`src/rtl/fetch_unit.sv`:
```
// fetch_unit - instruction-fetch stage of the 5-stage core.
//
// Owns the PC and issues word fetches to instruction memory over a
// request/grant interface whose responses return in request order. Returned
// words are buffered, tagged with their PC, in a small FIFO that feeds ID.
// A taken branch from EX redirects the PC, empties the FIFO and marks every
// in-flight response for discard.
//
// Ports:
//   clk, rst_n               clock, asynchronous active-low reset
//   ex_taken, ex_target      redirect request and target (bits [1:0] ignored)
//   id_ready                 ID consumes the head instruction this cycle
//   imem_req, imem_addr      fetch request and word-aligned address
//   imem_gnt                 memory accepts the request this cycle
//   imem_rvalid, imem_rdata  in-order response and instruction word
//   if_valid, if_pc,
//   if_instr                 FIFO head presented to ID (NOP and pc 0 when empty)

module fetch_unit #(
  parameter int                    ADDR_WIDTH = 32,
  parameter logic [ADDR_WIDTH-1:0] RESET_PC   = '0,
  parameter int                    DEPTH      = 4
) (
  input  logic                  clk,
  input  logic                  rst_n,
  input  logic                  ex_taken,
  input  logic [ADDR_WIDTH-1:0] ex_target,
  input  logic                  id_ready,
  output logic                  imem_req,
  output logic [ADDR_WIDTH-1:0] imem_addr,
  input  logic                  imem_gnt,
  input  logic                  imem_rvalid,
  input  logic [31:0]           imem_rdata,
  output logic                  if_valid,
  output logic [ADDR_WIDTH-1:0] if_pc,
  output logic [31:0]           if_instr
);

  localparam int          PW     = $clog2(DEPTH);
  localparam int          CW     = $clog2(DEPTH) + 1;
  localparam logic [CW:0] CREDIT = (CW+1)'(DEPTH);
  localparam logic [31:0] NOP    = 32'h0000_0013;

  logic [ADDR_WIDTH-1:0] pc;
  logic [CW-1:0]         out_cnt;
  logic [CW-1:0]         kill_cnt;
  logic [CW-1:0]         fifo_cnt;
  logic [PW-1:0]         fifo_rd;
  logic [PW-1:0]         fifo_wr;
  logic [PW-1:0]         aq_rd;
  logic [PW-1:0]         aq_wr;

  logic [ADDR_WIDTH-1:0] fifo_pc    [DEPTH];
  logic [31:0]           fifo_instr [DEPTH];
  logic [ADDR_WIDTH-1:0] addr_q     [DEPTH];

  logic [CW:0] credit_used;
  logic        grant;
  logic        resp;
  logic        keep;
  logic        pop;
  logic        unused_target_bits;

  // Target is forced word aligned, so its low bits never matter.
  assign unused_target_bits = ^ex_target[1:0];

  // Credit covers both outstanding requests and buffered words, so every
  // response is guaranteed a free FIFO slot when it arrives.
  assign credit_used = {1'b0, out_cnt} + {1'b0, fifo_cnt};
  assign imem_req    = rst_n && !ex_taken && (credit_used < CREDIT);
  assign imem_addr   = pc;
  assign grant       = imem_req && imem_gnt;

  // A response with nothing outstanding is a protocol violation and ignored.
  assign resp = imem_rvalid && (out_cnt != '0);
  assign keep = resp && !ex_taken && (kill_cnt == '0);

  assign if_valid = (fifo_cnt != '0) && !ex_taken;
  assign pop      = if_valid && id_ready;
  assign if_pc    = if_valid ? fifo_pc[fifo_rd] : '0;
  assign if_instr = if_valid ? fifo_instr[fifo_rd] : NOP;

  // Control state. The address queue keeps running through a redirect
  // because discarded requests still return a response that must pop it.
  always_ff @(posedge clk or negedge rst_n) begin
    if (!rst_n) begin
      pc       <= RESET_PC;
      out_cnt  <= '0;
      kill_cnt <= '0;
      fifo_cnt <= '0;
      fifo_rd  <= '0;
      fifo_wr  <= '0;
      aq_rd    <= '0;
      aq_wr    <= '0;
    end else begin
      if (grant) aq_wr <= aq_wr + 1'b1;
      if (resp)  aq_rd <= aq_rd + 1'b1;

      case ({grant, resp})
        2'b10:   out_cnt <= out_cnt + 1'b1;
        2'b01:   out_cnt <= out_cnt - 1'b1;
        default: out_cnt <= out_cnt;
      endcase

      if (ex_taken) begin
        // A response landing in the redirect cycle is already excluded
        // from the kill count because it is dropped right here.
        pc       <= {ex_target[ADDR_WIDTH-1:2], 2'b00};
        kill_cnt <= out_cnt - CW'(resp);
        fifo_cnt <= '0;
        fifo_rd  <= '0;
        fifo_wr  <= '0;
      end else begin
        if (grant) pc <= pc + ADDR_WIDTH'(4);
        if (resp && (kill_cnt != '0)) kill_cnt <= kill_cnt - 1'b1;
        if (keep) fifo_wr <= fifo_wr + 1'b1;
        if (pop)  fifo_rd <= fifo_rd + 1'b1;
        case ({keep, pop})
          2'b10:   fifo_cnt <= fifo_cnt + 1'b1;
          2'b01:   fifo_cnt <= fifo_cnt - 1'b1;
          default: fifo_cnt <= fifo_cnt;
        endcase
      end
    end
  end

  // Storage arrays need no reset; the pointers and counts define validity.
  always_ff @(posedge clk) begin
    if (grant) addr_q[aq_wr] <= pc;
    if (keep) begin
      fifo_pc[fifo_wr]    <= addr_q[aq_rd];
      fifo_instr[fifo_wr] <= imem_rdata;
    end
  end

endmodule

```
`config.mk`:
```
export PLATFORM = sky130hd
export DESIGN_NAME = fetch_unit
export DESIGN_NICKNAME = d
export VERILOG_FILES = /design/src/rtl/fetch_unit.sv
export SDC_FILE = /design/constraint.sdc
export NUM_CORES = 1
export LEC_CHECK = 0
export BUFFER_PORTS_ARGS = -buffer_cell sky130_fd_sc_hd__buf_2
export CAP_MARGIN = 20
export CORE_MARGIN = 1
export CORE_UTILIZATION = 45
export CTS_CLUSTER_SIZE = 10
export DETAILED_ROUTE_END_ITERATION = 8
export PLACE_DENSITY = 0.73
export SLEW_MARGIN = 30
export SYNTH_ARGS = -nofsm -noshare
export SYNTH_HDL_FRONTEND = slang
export SYNTH_SLANG_ARGS = --single-unit
```
`constraint.sdc`:
```
create_clock -name clk -period 3.75 [get_ports clk]
set_input_delay 0.75 -clock clk [delete_from_list [all_inputs] [get_ports clk]]
set_output_delay 0.75 -clock clk [all_outputs]
set_load 0.05 [all_outputs]
```
---- Word level (Yosys, flattened, before mapping) ----
Memories as Yosys holds them, arrays and structs flattened.
Index checks and enable logic that the tools add are counted.
cells by class
  magnitude comparators ................... 1
  shift-type cells ........................ 0
  muxes and demuxes ....................... 17
  div/mod/pow operators ................... 0
  bitwise operators ....................... 0
  reduce and logical (&&, ||, !) cells .... 20
  multiply operators ...................... 0
  eq/ne operators ......................... 4
  add/subtract/negate cells ............... 12
operators with widths
  cell                                                                          number
  32-bit two-way mux                                                            4
  32-bit by 3-bit adder with 32-bit output, second input constant               1
  3-bit one-hot mux with 2 select lines                                         2
  3-bit nonzero test                                                            4
  2-bit nonzero test                                                            5
  1-bit logical AND                                                             9
  3-bit two-way mux                                                             3
  3-bit by 1-bit subtractor with 3-bit output, second input constant            3
  2-bit by 1-bit adder with 2-bit output, second input constant                 4
  2-bit two-way mux                                                             4
  3-bit by 1-bit adder with 3-bit output, second input constant                 2
  3-bit by 3-bit adder with 4-bit output                                        1
  2-bit by 1-bit == test with 1-bit output, second input constant               2
  2-bit == test, second input constant                                          2
  4-bit by 3-bit less-than comparator with 1-bit output, second input constant  1
  1-bit two-way mux                                                             4
  3-bit zero test                                                               1
  3-bit by 1-bit subtractor with 3-bit output                                   1
  1-bit zero test                                                               1
word-level totals
  bits in latches ......................... 0
  output and inout port bits .............. 98
  memory bits (writable) .................. 384
  bits in registers ....................... 49
  word-level logic and storage cells ...... 65
  memory bits (read-only) ................. 0
  memories kept ........................... 3
  bits of input ports ..................... 70
memories
  memory      words  bits a word  read ports  clocked after memory_dff  wr ports  line  RTL
  addr_q      4      32           1           0                         1         55    logic [ADDR_WIDTH-1:0] addr_q [DEPTH];
  fifo_instr  4      32           1           0                         1         54    logic [31:0] fifo_instr [DEPTH];
  fifo_pc     4      32           1           0                         1         53    logic [ADDR_WIDTH-1:0] fifo_pc [DEPTH];

---- Longest topological paths before layout ----
  depth in word-level cells ............... 7
  gate-level depth with buffers ........... 13

---- Worst setup path before layout ----
No wires, ideal clock.
  path kind ............................... input to register
  from .................................... input port imem_rvalid
  to ...................................... memory fifo_instr[0][0], enable pin
  required time ........................... 3.323 ns
  buffers on the path ..................... 1
  stages .................................. 4
  arrival ................................. 2.983 ns
  slack ................................... 0.341 ns
  cell sequence ........................... o31ai_2 -> nor3_1 -> buf_2 -> and2_1
on the way
  word-level cells in the longest chain between the ends .. 5
RTL lines
  element                                  line  RTL
  from (decl)                              32    input logic imem_rvalid,
  1-bit logical AND                        75    assign resp = imem_rvalid && (out_cnt != '0);
  1-bit logical AND (2 in series)          76    assign keep = resp && !ex_taken && (kill_cnt == '0);
  1-bit two-way mux                        130   if (keep) begin
  1-bit two-way mux (not written as such)  132   fifo_instr[fifo_wr] <= imem_rdata;
  to (decl)                                54
Every way passes these cells.

---- Final worst setup path ----
  from .................................... register fifo_rd[0]
  to ...................................... output port if_instr[1]
on the way
  word-level cells in the longest chain between the ends .. 2
RTL lines
  element                 line  RTL
  from (decl)             48    logic [PW-1:0] fifo_rd;
  from (signal assigned)  117   if (pop) fifo_rd <= fifo_rd + 1'b1;
  memory 4 x 32 bit       -
  32-bit two-way mux      81    assign if_instr = if_valid ? fifo_instr[fifo_rd] : NOP;
  to (decl)               36    output logic [31:0] if_instr
Every way passes these cells.

==> metrics <==
status complete, no violations; TritonRoute pass-1 iters 4; I/O pin cnt 168; CORE AREA 0.0365 mm^2; clk_lat worst skew 0.56 ns; Sink Count 415; delay of the slowest critical-path stage 0.56 ns; cts bufs inserted 48; worst rel slew slack 54.9%; crit path DAT 2.57 ns; CTS Hold Bufs 0; Bufs on Longest Clock Path 3; NetSw 2.97 mW; Switching Share 25.6%; diode count 0; setup TNS 0 ns; max-cap violations 0; CP Capture Type output pin; critical path type reg -> out; final worst path period share 88.5%; DRC Markers 0; Synth cell types 57; Final nets 1158; average size of a mapped cell 18.9 um^2; post-synthesis sequential area ratio 73.3%; Die Height 195 um; maximum VDD drop 0.365 mV; Startpoint Class flop; Async S/R FF share, synth 11.3%; I/O Buffers 161; Worst Tran Pin Value 0.676 ns; RePlAce Congestion 0.834; FMAX 301 MHz; Hold WC Path Type in -> async; Worst path slowest cell mux4_2; Main synth FF type edfxtp_1; post-synth top area cell edfxtp_1; DP HPWL 19500 um; Levels on crit path 4; Avg WL per Cell 21.1 um; Synth-to-Final Area Change 16.7%; Seq pwr share 49.9%; vias per inst 5.55; reg-to-reg critical path endpoint addr_q[1][29]; postcts setup bufs 0; total wire length 32900 um; Post-synth EDFFs 368; most frequent cells after synthesis 368 x edfxtp_1, 92 x mux4_2, 71 x and2_1, 47 x dfrtp_1, 37 x nand2_1; min Tclk post-route 3.32 ns; Crit Path Max Fanout 16; top cell type's share of synthesized area 66.2%; Initial Util 45.7%; chip width 195 um; Synth Instances 885; #FFs+latches synth 415; RSZ-0062 raised after global routing false; largest net degree at the start of global routing 63; grt ovf 0; warnings from Yosys 0; Mapped Area 0.0167 mm^2; ordered cell list for the critical path buf_4 -> mux4_2 -> or3_1 -> buf_2; CTS H-Tree Depth 2; reg-to-reg slack, setup 1.07 ns; worst reg2reg startpoint out_cnt[2]; total die area 0.0379 mm^2; fill cell count 2853; Worst-path clk slew 0.06 ns; initial antenna violation count 0; Slew Viols, Final 0; Tot GR Track Use 17.7%; Power Density 596 mW/mm^2; Final setup viols 0; cells on worst reg2reg path 6; Via Count 8663; clock share of power 35.8%; hold slack 0.313 ns; Comb pwr share 14.3%; layout cell share with drive strength beyond 1 31.6%; most common cell in the synthesized netlist edfxtp_1; antenna-violating nets left 0; P_int 8.64 mW; Req. time, crit path 3.00 ns; vias in the first global route 9002; first-pass GRT wire length 51100 um; 1st-iter DRT viols 545; Final Hold Vio Count 0; worst clock skew 0.0247 ns; Rows 70; TritonCTS clock tree built; top cells by area, synth edfxtp_1 66%, mux4_2 12%, dfrtp_1 7.0%, and2_1 2.7%, ha_1 1.2%; Largest delay share family, worst path buffers and inverters; Worst Path Buf+Inv 2; root buf cell clkbuf_16; CTS resizes 0; leakage 6.78 nW
==> through the flow <==
stage | total power, mW | utilization [%] | std cells | worst slack (ns) | instance area [um^2]
final | 11.6 | 53.3 | 1560 | 0.431 | 19500
after CTS | 11.7 | 53.3 | 1560 | 0.350 | 19500
after global routing | 12.1 | 53.3 | 1560 | 0.309 | 19500
after floorplan | 7.03 | - | 888 | 0.341 | 16700
after detailed placement | 7.56 | 49.5 | 1488 | 0.796 | 18100
after global placement | 7.49 | 49.5 | 1488 | 0.831 | 18100
==> logic make-up (layout without fill, tap and decap cells) <==
| family | after synthesis | count (layout) | share of synthesized area (%) |
|---|---|---|---|
| XOR/XNOR | 22 | 22 | 1.15 |
| adder cells (fa/ha/maj) | 18 | 18 | 1.44 |
| AND/OR/NAND/NOR | 196 | 196 | 6.80 |
| flip-flops | 415 | 415 | 73.3 |
| AO/OA/AOI/OAI | 67 | 67 | 2.76 |
| other | 1 | 4 | 0.0225 |
| multiplexers | 97 | 97 | 12.7 |
| buffers and inverters | 69 | 273 | 1.81 |
==> worst max path at each step <==
stage | from | end
CTS | fifo_rd[0] | if_instr[1]
floorplan | imem_rvalid | fifo_instr[0][0]
global placement | ex_taken | addr_q[1][19]
detailed placement | ex_taken | addr_q[1][23]
finish | fifo_rd[0] | if_instr[1]
global route | fifo_rd[0] | if_instr[1]
==> flip-flops by register name (all words and copies together) (netlist names) <==
name,count
addr_q,120
fifo_rd,2
fifo_instr,128
fifo_cnt,3
out_cnt,3
fifo_pc,120
kill_cnt,3
aq_rd,2
aq_wr,2
fifo_wr,2
imem_addr,30
==> cell type report <==
| type | count | area, um^2 | area share (%) |
|---|---|---|---|
| sequential | 415 | 12200 | 62.8 |
| multi-input combinational | 404 | 4180 | 21.5 |
| clock buffer | 65 | 1260 | 6.50 |
| tap | 468 | 586 | 3.01 |
| timing repair buffer | 180 | 1010 | 5.19 |
| clock inverter | 7 | 114 | 0.585 |
| inverter | 21 | 78.8 | 0.405 |
==> worst register-to-register path, cell delays in order (launching register included) <==
cell and delay, ns:
dfrtp_1 0.43, ha_1 0.32, nor4_2 0.34, and4_1 0.27, buf_4 0.34, and2_1 0.19
buf_4 0.41
==> per-layer routing <==
metal | wire length (um) | part of all wire, % | track usage, % | vias to the layer above
met3 | 1880 | 5.7 | 3.33 | 56
li1 | - | - | - | 3872
met1 | 14600 | 44 | 24.6 | 4421
met2 | 15800 | 48 | 28.5 | 314
met5 | 0 | 0 | 0 | -
met4 | 665 | 2.0 | 5.23 | 0
==> placed cells by master, fill, tap and decap left out, drive strengths merged, types with 8 or more instances in the layout <==
cell	synthesis	routed
inv	21	23
xnor2	10	10
nor2	20	20
edfxtp	368	368
a21oi	9	9
xor2	12	12
mux4	92	92
or3	8	8
nand2	37	37
nand3	15	15
nand4	10	10
clkbuf	26	65
and2	72	72
buf	22	180
o21ai	22	22
dfrtp	47	47
ha	16	16
==> power groups by stage <==
stage,clock (mW),combinational [mW],sequential (mW)
global placement,0,1.62,5.87
detailed placement,0,1.66,5.89
global route,4.43,1.81,5.84
CTS,4.26,1.68,5.80
finish,4.16,1.66,5.80
floorplan,0,1.19,5.85
Note: power is estimated with default switching activity, not from simulation.
